### config.mk
export PLATFORM = sky130hd
export DESIGN_NAME = instr_fetch_unit
export DESIGN_NICKNAME = d
export VERILOG_FILES = /design/src/rtl/instr_fetch_unit.sv
export SDC_FILE = /design/constraint.sdc
export NUM_CORES = 1
export LEC_CHECK = 0
export CAP_MARGIN = 40
export CORE_ASPECT_RATIO = 1.1
export CORE_MARGIN = 2
export CORE_UTILIZATION = 38
export CTS_CLUSTER_SIZE = 40
export DETAILED_ROUTE_END_ITERATION = 12
export GPL_ROUTABILITY_DRIVEN = 0
export GPL_TIMING_DRIVEN = 0
export PLACE_DENSITY = 0.74
export SLEW_MARGIN = 10
export SYNTH_ARGS = -nofsm -noshare
export SYNTH_HDL_FRONTEND = slang
export SYNTH_SLANG_ARGS = --single-unit
### constraint.sdc
create_clock -name clock -period 1.4 [get_ports clock]
set_input_delay 0.35 -clock clock [delete_from_list [all_inputs] [get_ports clock]]
set_output_delay 0.35 -clock clock [all_outputs]
set_load 0.05 [all_outputs]
### src/rtl/instr_fetch_unit.sv
// rtl/instr_fetch_unit.sv - program ROM reader feeding the decode stage over valid/ready
//
// Purpose: drives an asynchronous program ROM from an internal fetch counter,
// registers each returned instruction word and presents it to decode with a
// valid/ready handshake. A jump request redirects fetch. The all-zero word
// marks end-of-program and halts fetch until the next jump or reset.
//
// Optional build macro: FETCH_COUNT_EN adds a saturating 16-bit count of
// accepted handshakes on output fetch_count.
//
// Ports:
//   clock        in   system clock, rising edge
//   reset_n      in   asynchronous active-low reset
//   rom_addr     out  ROM address (current fetch_pc)
//   rom_data     in   ROM word for rom_addr, same cycle
//   instr        out  registered instruction to decode
//   instr_pc     out  address instr was fetched from
//   instr_valid  out  instr/instr_pc hold a live instruction
//   instr_ready  in   decode accepts instr this cycle
//   jump         in   single-cycle redirect request
//   jump_addr    in   redirect target, sampled with jump
//   halted       out  fetch stopped on end-of-program word
//   fetch_count  out  accepted-handshake count (FETCH_COUNT_EN only)

module instr_fetch_unit #(
  parameter int          ADDR_W   = 8,
  parameter int          INSTR_W  = 35,
  parameter int unsigned RESET_PC = 0
) (
  input  logic               clock,
  input  logic               reset_n,
  output logic [ADDR_W-1:0]  rom_addr,
  input  logic [INSTR_W-1:0] rom_data,
  output logic [INSTR_W-1:0] instr,
  output logic [ADDR_W-1:0]  instr_pc,
  output logic               instr_valid,
  input  logic               instr_ready,
  input  logic               jump,
  input  logic [ADDR_W-1:0]  jump_addr,
  output logic               halted
`ifdef FETCH_COUNT_EN
  ,
  output logic [15:0]        fetch_count
`endif
);

  typedef enum logic {
    RUN  = 1'b0,
    HALT = 1'b1
  } state_t;

  state_t               state, state_n;
  logic [ADDR_W-1:0]    fetch_pc, fetch_pc_n;
  logic [INSTR_W-1:0]   instr_n;
  logic [ADDR_W-1:0]    instr_pc_n;
  logic                 instr_valid_n;
  logic                 slot_free;

  assign rom_addr  = fetch_pc;
  assign halted    = (state == HALT);
  assign slot_free = !instr_valid || instr_ready;

  always_ff @(posedge clock or negedge reset_n) begin
    if (!reset_n) begin
      state       <= RUN;
      fetch_pc    <= ADDR_W'(RESET_PC);
      instr       <= '0;
      instr_pc    <= '0;
      instr_valid <= 1'b0;
    end else begin
      state       <= state_n;
      fetch_pc    <= fetch_pc_n;
      instr       <= instr_n;
      instr_pc    <= instr_pc_n;
      instr_valid <= instr_valid_n;
    end
  end

  always_comb begin
    state_n       = state;
    fetch_pc_n    = fetch_pc;
    instr_n       = instr;
    instr_pc_n    = instr_pc;
    instr_valid_n = instr_valid;

    if (jump) begin
      // Redirect wins over everything; the word in the output slot is dropped
      // even if decode accepts it this same cycle.
      fetch_pc_n    = jump_addr;
      instr_valid_n = 1'b0;
      state_n       = RUN;
    end else begin
      unique case (state)
        RUN: begin
          if (slot_free) begin
            if (rom_data != '0) begin
              instr_n       = rom_data;
              instr_pc_n    = fetch_pc;
              instr_valid_n = 1'b1;
              fetch_pc_n    = fetch_pc + ADDR_W'(1);
            end else begin
              // End-of-program: fetch_pc stays on the zero word.
              instr_valid_n = 1'b0;
              state_n       = HALT;
            end
          end
        end
        HALT: begin
          instr_valid_n = 1'b0;
        end
        default: begin
          state_n = RUN;
        end
      endcase
    end
  end

`ifdef FETCH_COUNT_EN
  // Counts accepted words only; a word accepted in the jump cycle is discarded
  // by the redirect, so it is not counted. Survives jumps.
  always_ff @(posedge clock or negedge reset_n) begin
    if (!reset_n) begin
      fetch_count <= 16'h0000;
    end else if (instr_valid && instr_ready && !jump && (fetch_count != 16'hFFFF)) begin
      fetch_count <= fetch_count + 16'h0001;
    end
  end
`endif

endmodule

# Word-level counts from Yosys, hierarchy flattened

Index checks and enable logic that the tools add are counted.

Bitwise logic cells: 2
Reduce and logical (&&, ||, !) cells: 7
Add/subtract/negate cells: 1
Eq/ne operators: 2
Multiplexer cells: 12

Operator list:

| kind                | number |
|---|---|
| $reduce_bool 35->1  | 1 |
| $mux 8              | 4 |
| $add 8x1->8 const B | 1 |
| $mux 1              | 7 |
| $reduce_and 4->1    | 1 |
| $reduce_bool 2->1   | 2 |
| $ne 3x3->1 const B  | 1 |
| $reduce_and 3->1    | 1 |
| $ne 2x2->1 const B  | 1 |
| $not 1->1           | 2 |
| $pmux 1 s2          | 1 |
| $logic_not 1->1     | 1 |
| $logic_or 1x1->1    | 1 |

Flip-flop bits (word level): 53
Output and inout bits: 53
Bits of input ports: 47

# Logic depth before layout (Yosys ltp)

Gate-level depths: netlist of the first run.

Word-level depth: 5
Depth in mapped cells: 5
Gate-level depth less buffers: 5

# Worst setup path before layout of the first run

No wires, ideal clock.

Path kind: in2reg
Start: input rom_data[28]
End: register instr[10]
Stages: 5
Data arrival time: 1790 ps
Setup time: 125 ps
Path buffers: 1
Slack: -515 ps
Cells stage by stage: nor4_2 > nand4_2 > o31ai_4 > buf_4 > mux2_2

Longest elaborated chain between the ends: 2

Ends and longest elaborated chain:

| item                       | line | source |
|---|---|---|
| start: declaration         | 33   | `input logic [INSTR_W-1:0] rom_data,` |
| $reduce_bool 35->1         | 96   | `if (rom_data != '0) begin` |
| $reduce_and 4->1 (no line) | n/a  |  |
| end signal: assignment     | 73   | `instr <= instr_n;` |
| end: declaration           | 34   | `output logic [INSTR_W-1:0] instr,` |

No other way between the ends.
A chain may end at the register's enable or synchronous reset.

# Final worst setup path of the first run

Start: input rom_data[6]
End: register instr_pc[6]

Longest elaborated chain between the ends: 2

Ends and longest elaborated chain:

| item                       | line | source |
|---|---|---|
| $reduce_bool 35->1         | 96   |  |
| $reduce_and 4->1 (no line) | n/a  |  |
| end signal: assignment     | 74   | `instr_pc <= instr_pc_n;` |
| end: declaration           | 35   | `output logic [ADDR_W-1:0] instr_pc,` |

No other way between the ends.

==> results of run 1 <==
==> power breakdown <==
part | switching [mW] | total [mW] | leakage, nW | internal (mW)
logic | 1.29 | 2.00 | 1.11 | 0.711
clock network | 0.478 | 0.872 | 0.0443 | 0.394
registers | 0.182 | 1.96 | 0.622 | 1.78
==> critical path, cell delays in order <==
cell     delay, ps
buf_2          130
nor4_4         300
nand2_2        150
o31ai_4        290
buf_6          210
buf_8          150
mux2_4         300
==> timing repair <==
| item | in CTS | in global routing |
|---|---|---|
| resized for setup | 391 | 95 |
| setup buffers | 12 | 3 |
| cloned | 3 | 0 |
| setup endpoints to repair | 106 | 90 |
| pin swaps | 18 | 14 |
| hold buffers | 0 | 0 |
| hold endpoints to repair | 0 | 0 |
==> final cells by class <==
type	instances	area [µm²]	share of cell area
sequential	53	1331	0.3615
clock buffer	7	86.33	0.02345
inverter	4	18.77	0.005097
multi-input combinational	101	1241	0.3371
tap	77	96.34	0.02616
buffer	5	55.05	0.01495
timing repair buffer	114	853.3	0.2317
==> cell usage in the layout, fill, tap and decap left out, drive strengths merged, types with 2 or more instances in the layout <==
master / instances
or3: 4
xnor2: 2
nand4: 2
clkdlybuf4s15: 8
and3: 2
mux2i: 2
buf: 93
a22o: 9
nand3: 3
mux2: 40
nand2: 4
nor4: 8
a31oi: 3
nor3: 2
nor2: 3
clkdlybuf4s50: 8
dfrtp: 53
clkbuf: 14
inv: 3
o21ai: 6
==> state kept, by name, indices dropped and copies added (netlist names) <==
signal       flops
halted           1
instr_pc         8
instr_valid      1
instr           35
rom_addr         8
==> final timing paths <==
kind,from,to,depth (start not counted)
worst max-delay path,rom_data[6],instr_pc[6],7
worst min-delay path,reset_n,instr[4],1
worst max register to register,rom_addr[0],rom_addr[6],5
worst min register to register,instr[20],instr[20],1
max in group asynchronous,reset_n,instr_pc[0],2
min in group clock,rom_data[23],instr[23],2
==> per-layer routing <==
metal	global-route usage	wire, µm
met1	0.2648	2717
met2	0.3166	3218
met3	0.03263	270
met4	0.07177	131
met5	0	0
==> kinds of logic after synthesis <==
family	after synthesis	synth area share
buf+inv	10	0.02228
mux	42	0.2043
simple gates	30	0.08532
compound gates	25	0.09511
xor+xnor	3	0.01142
flops	53	0.5761
fa+ha+maj	1	0.005434
==> through the flow <==
stage | hold WS (ps) | TNS, ps | worst slack [ps] | power, mW
2_1_floorplan | 54.41 | -19830 | -436.8 | 3.209
3_3_place_gp | 474.0 | -153440 | -1860 | 3.974
3_5_place_dp | 369.1 | -67380 | -1262 | 4.006
4_1_cts | 41.47 | -13730 | -346.7 | 4.926
5_1_grt | 45.56 | -14650 | -352.2 | 5.038
6_report | 20.55 | -11820 | -296.0 | 4.831
==> reports/metrics.csv, run 1 <==
metric,value,unit
"Req. time, crit path",1590,ps
clock period minus worst slack,1696,ps
# diodes,0,
VDD IR max,0.0006726,V
"flops & latches, synth",53,
cells after synthesis,164,
CP max FO,7,
RSZ-0062 raised after global routing,yes,
Syn Nets,212,
first-pass GRT wire length,10210,µm
Filler cells,515,
sequential share of the synthesized area,0.5761,
Synth top area share,0.5761,
worst slew pin tran,543.9,ps
Post-synth EDFFs,0,
H-tree depth,2,
Worst Slack Setup Final,-296.0,ps
Yosys top cell by area,dfrtp_1,
antenna-violating nets left,0,
Worst setup SP type,primary input,
clock root buffer master,clkbuf_8,
Pre-antenna DRT Iters,4,
Crit. End Element,register,
placed inst area,3486,µm²
kind of critical path,primary input to register,
final hold violation count,0,
"Slew Viols, Final",0,
largest net degree at the start of global routing,32,
Final Instance Area,3682,µm²
Max Clock Skew,4.345,ps
fraction of registers with async set or reset after synthesis,1.000,
Post-Route Utilization,0.6343,
ys flop type,dfrtp_1,
die extent in x,78.22,µm
num rows,29,
placed cells,340,
YS warnings,0,
CTS sink count,53,
Overall Global Routing Usage,0.1950,
failing checks,negative setup slack,
Hold Path Class,primary input to async pin,
overall die height,85.64,µm
die area,6698,µm²
fraction of layout cells with a size suffix above 1,0.6197,
Core Footprint,5806,µm²
slew margin rel.,0.6374,
R2R setup slack,-150,ps
top cells by instance count after synthesis,"dfrtp_1, mux2_2, mux2_1",
"Clk pin slew, worst setup/hold paths",90,ps
Starting Density,0.3966,
Syn Area/Cell,14.04,µm²
Nets,332,
Worst EP arrival,1880,ps
Tcrit/Tclk final,1.211,
Final setup viols,53,
Synth area leaders,"dfrtp_1, mux2_2, mux2_1",
synth unique cells,34,
DR vias,1856,
drt wl/cell,17.56,µm
I/O pin count,100,
total CTS buffers,5,
GR Overflow Total,0,
IO buf count,98,
Cell Pwr Density,1312,nW/µm²
status,"complete, but fails checks",
Area growth syn-to-layout,59.95,%
Post-Layout Cell Count,361,
routed wire length,6338,µm
post-DR vias/cell,5.141,
fmax,589.6,MHz
vias in the first global route,1954,
initial antenna violation count,0,
starting DRC count in detailed routing,49,
clock buffer depth,2,
CTS tree,yes,
most common cell in the netlist,dfrtp_1,
# Max-Cap Violations,0,
Post-DP HPWL,4179,µm
post-synthesis cell area,2302,µm²
later-pin clock latency in the skew report,300,ps
DRC viols,0,
Static Leakage,1.773,nW
(Power assumes the default switching activity.)
==> inputs of run 2 (changes only) <==
CORE_UTILIZATION = 45   (was 38)
PLACE_DENSITY = 0.83   (was 0.74)
REMOVE_ABC_BUFFERS = 1   (was default)
clock period = 2 ns   (was 1.4 ns; I/O delays follow)
==> run 2 against run 1 <==
The flow now finishes without violations. Highest routed layer unchanged. Setup slack improved by 310 ps. Clock power fell by 26%. Clock-buffer cell count unchanged. First-iteration DRC count increased by 130%. Total power is 28% lower.
==> reports/metrics.csv, run 2 (synthesis results as in run 1) <==
metric,value,unit
Crit. End Element,register,
final hold violation count,0,
"Slew Viols, Final",0,
DRC viols,0,
starting DRC count in detailed routing,115,
CP max FO,8,
Core Footprint,4966,µm²
area of the multi-input gates,1126,µm²
I/O pin count,100,
worst slew pin tran,629.0,ps
clock buffer depth,2,
Hold Buf Count CTS,0,
total CTS buffers,5,
fmax,504.4,MHz
VDD IR max,0.0005112,V
Post-DP HPWL,4030,µm
Starting Density,0.4636,
later-pin clock latency in the skew report,300,ps
Max Clock Skew,8.525,ps
IO buf count,99,
Bufs and invs on worst path,4,
CTS sink count,53,
DR vias,1883,
switching share of power,0.3873,
clock root buffer master,clkbuf_8,
# diodes,0,
post-DR vias/cell,5.458,
vias in the first global route,1974,
"Clk pin slew, worst setup/hold paths",90,ps
Pre-antenna DRT Iters,4,
die extent in x,72.20,µm
clock period minus worst slack,1983,ps
Worst setup SP type,primary input,
H-tree depth,2,
"Req. time, crit path",2180,ps
overall die height,79.02,µm
slew margin rel.,0.5807,
Area growth syn-to-layout,69.51,%
Clock power frac,0.185,
most frequent cells in the layout,"dfrtp_1, dlymetal6s2s_1, mux2_4, dlygate4sd2_1, clkdlybuf4s50_1",
Reg area,1326,µm²
max FFs per register,35,
combinational share of power,0.424,
Top delay family on crit path,buffers and inverters,
"Top cell by count, worst path",buf_6,
Slowest cell on crit path,mux2_1,
antenna-violating nets left,0,
internal power,2.136,mW
sw power,1.350,mW
first-pass GRT wire length,9515,µm
"most common cell after layout, fill and taps aside",dfrtp_1,
initial antenna violation count,0,
Nets,334,
largest net degree at the start of global routing,28,
kind of critical path,primary input to register,
R2R setup slack,260,ps
sequential share of power,0.391,
# Max-Cap Violations,0,
Static Leakage,2.081,nW
peak per-stage delay on the critical path,340,ps
RSZ-0062 raised after global routing,yes,
Filler cells,311,
status,"finished, final reports clean",
routed wire length,6221,µm
num rows,27,
die area,5704,µm²
Overall Global Routing Usage,0.2153,
critical-path cell list,"clkdlybuf4s15_1, nor4_4, nand4_4, buf_6, o31ai_4, buf_6, buf_16, mux2_1",
Hold Path Class,primary input to async pin,
Tcrit/Tclk final,0.9914,
Biggest register,instr,
drt wl/cell,18.03,µm
CTS tree,yes,
Cell Pwr Density,893.4,nW/µm²
total power,3.487,mW
Post-Route Utilization,0.7858,
setup TNS,0,ps
Worst EP arrival,2160,ps
GR Overflow Total,0,
fraction of layout cells with a size suffix above 1,0.3519,
Final setup viols,0,
-- run 2: cell count changes in the layout (fill, tap and decap cells not counted), moves of 5 or more --
cell / delta
mux2_4: -9
dlygate4sd2_1: +20
clkdlybuf4s50_1: +10
buf_2: -61
dlymetal6s2s_1: +33
clkbuf_2: +11
mux2_2: +5
-- run 2: power groups by stage --
stage               registers [mW]  logic (mW)  clock network [mW]
global placement              1.37        1.37                   0
floorplan                     1.98       0.245                   0
CTS                           1.36        1.45               0.671
finish                        1.36        1.48               0.646
detailed placement            1.38        1.40                   0
global route                  1.39        1.54               0.712
-- run 2: path summary, 6_finish.rpt --
path                              start           to  cells past startpoint
max                        rom_data[34]  instr_pc[2]                      8
min                             reset_n    instr[23]                      1
max reg2reg                 instr_valid  rom_addr[2]                      5
min reg2reg                 instr_pc[0]  instr_pc[0]                      1
max in group asynchronous       reset_n  instr_pc[1]                      2
min in group clock         rom_data[12]    instr[12]                      2
-- run 2: what timing repair did --
action | CTS | global route
setup buffers | 14 | 4
cloned | 2 | 0
pin swaps | 16 | 13
endpoints found under the setup margin | 63 | 74
gates resized for setup | 99 | 97
-- run 2: cell type report --
class,instances,area share
inverter,4,0.004168
multi-input combinational,101,0.2886
timing repair buffer,121,0.3229
clock buffer,7,0.02469
sequential,53,0.3399
tap,58,0.01860
clock inverter,1,0.001282
-- run 2: routing by layer --
metal / track usage / up-vias / part of all wire
met2: 0.3716 / 64 / 0.53
li1: - / 861 / -
met1: 0.2638 / 946 / 0.39
met4: 0.06604 / 0 / 0.019
met3: 0.05330 / 12 / 0.062
met5: 0 / - / 0
-- run 2: through the flow --
stage	cells	setup WS, ps	hold slack [ps]	area [µm²]
after global placement	315	-1852	471.1	3329
after global routing	345	-43.89	246.5	3902
after floorplan	158	-742.4	204.4	2266
final	345	17.26	210.6	3902
after CTS	342	-20.05	231.6	3770
after detailed placement	318	-965.1	481.3	3379
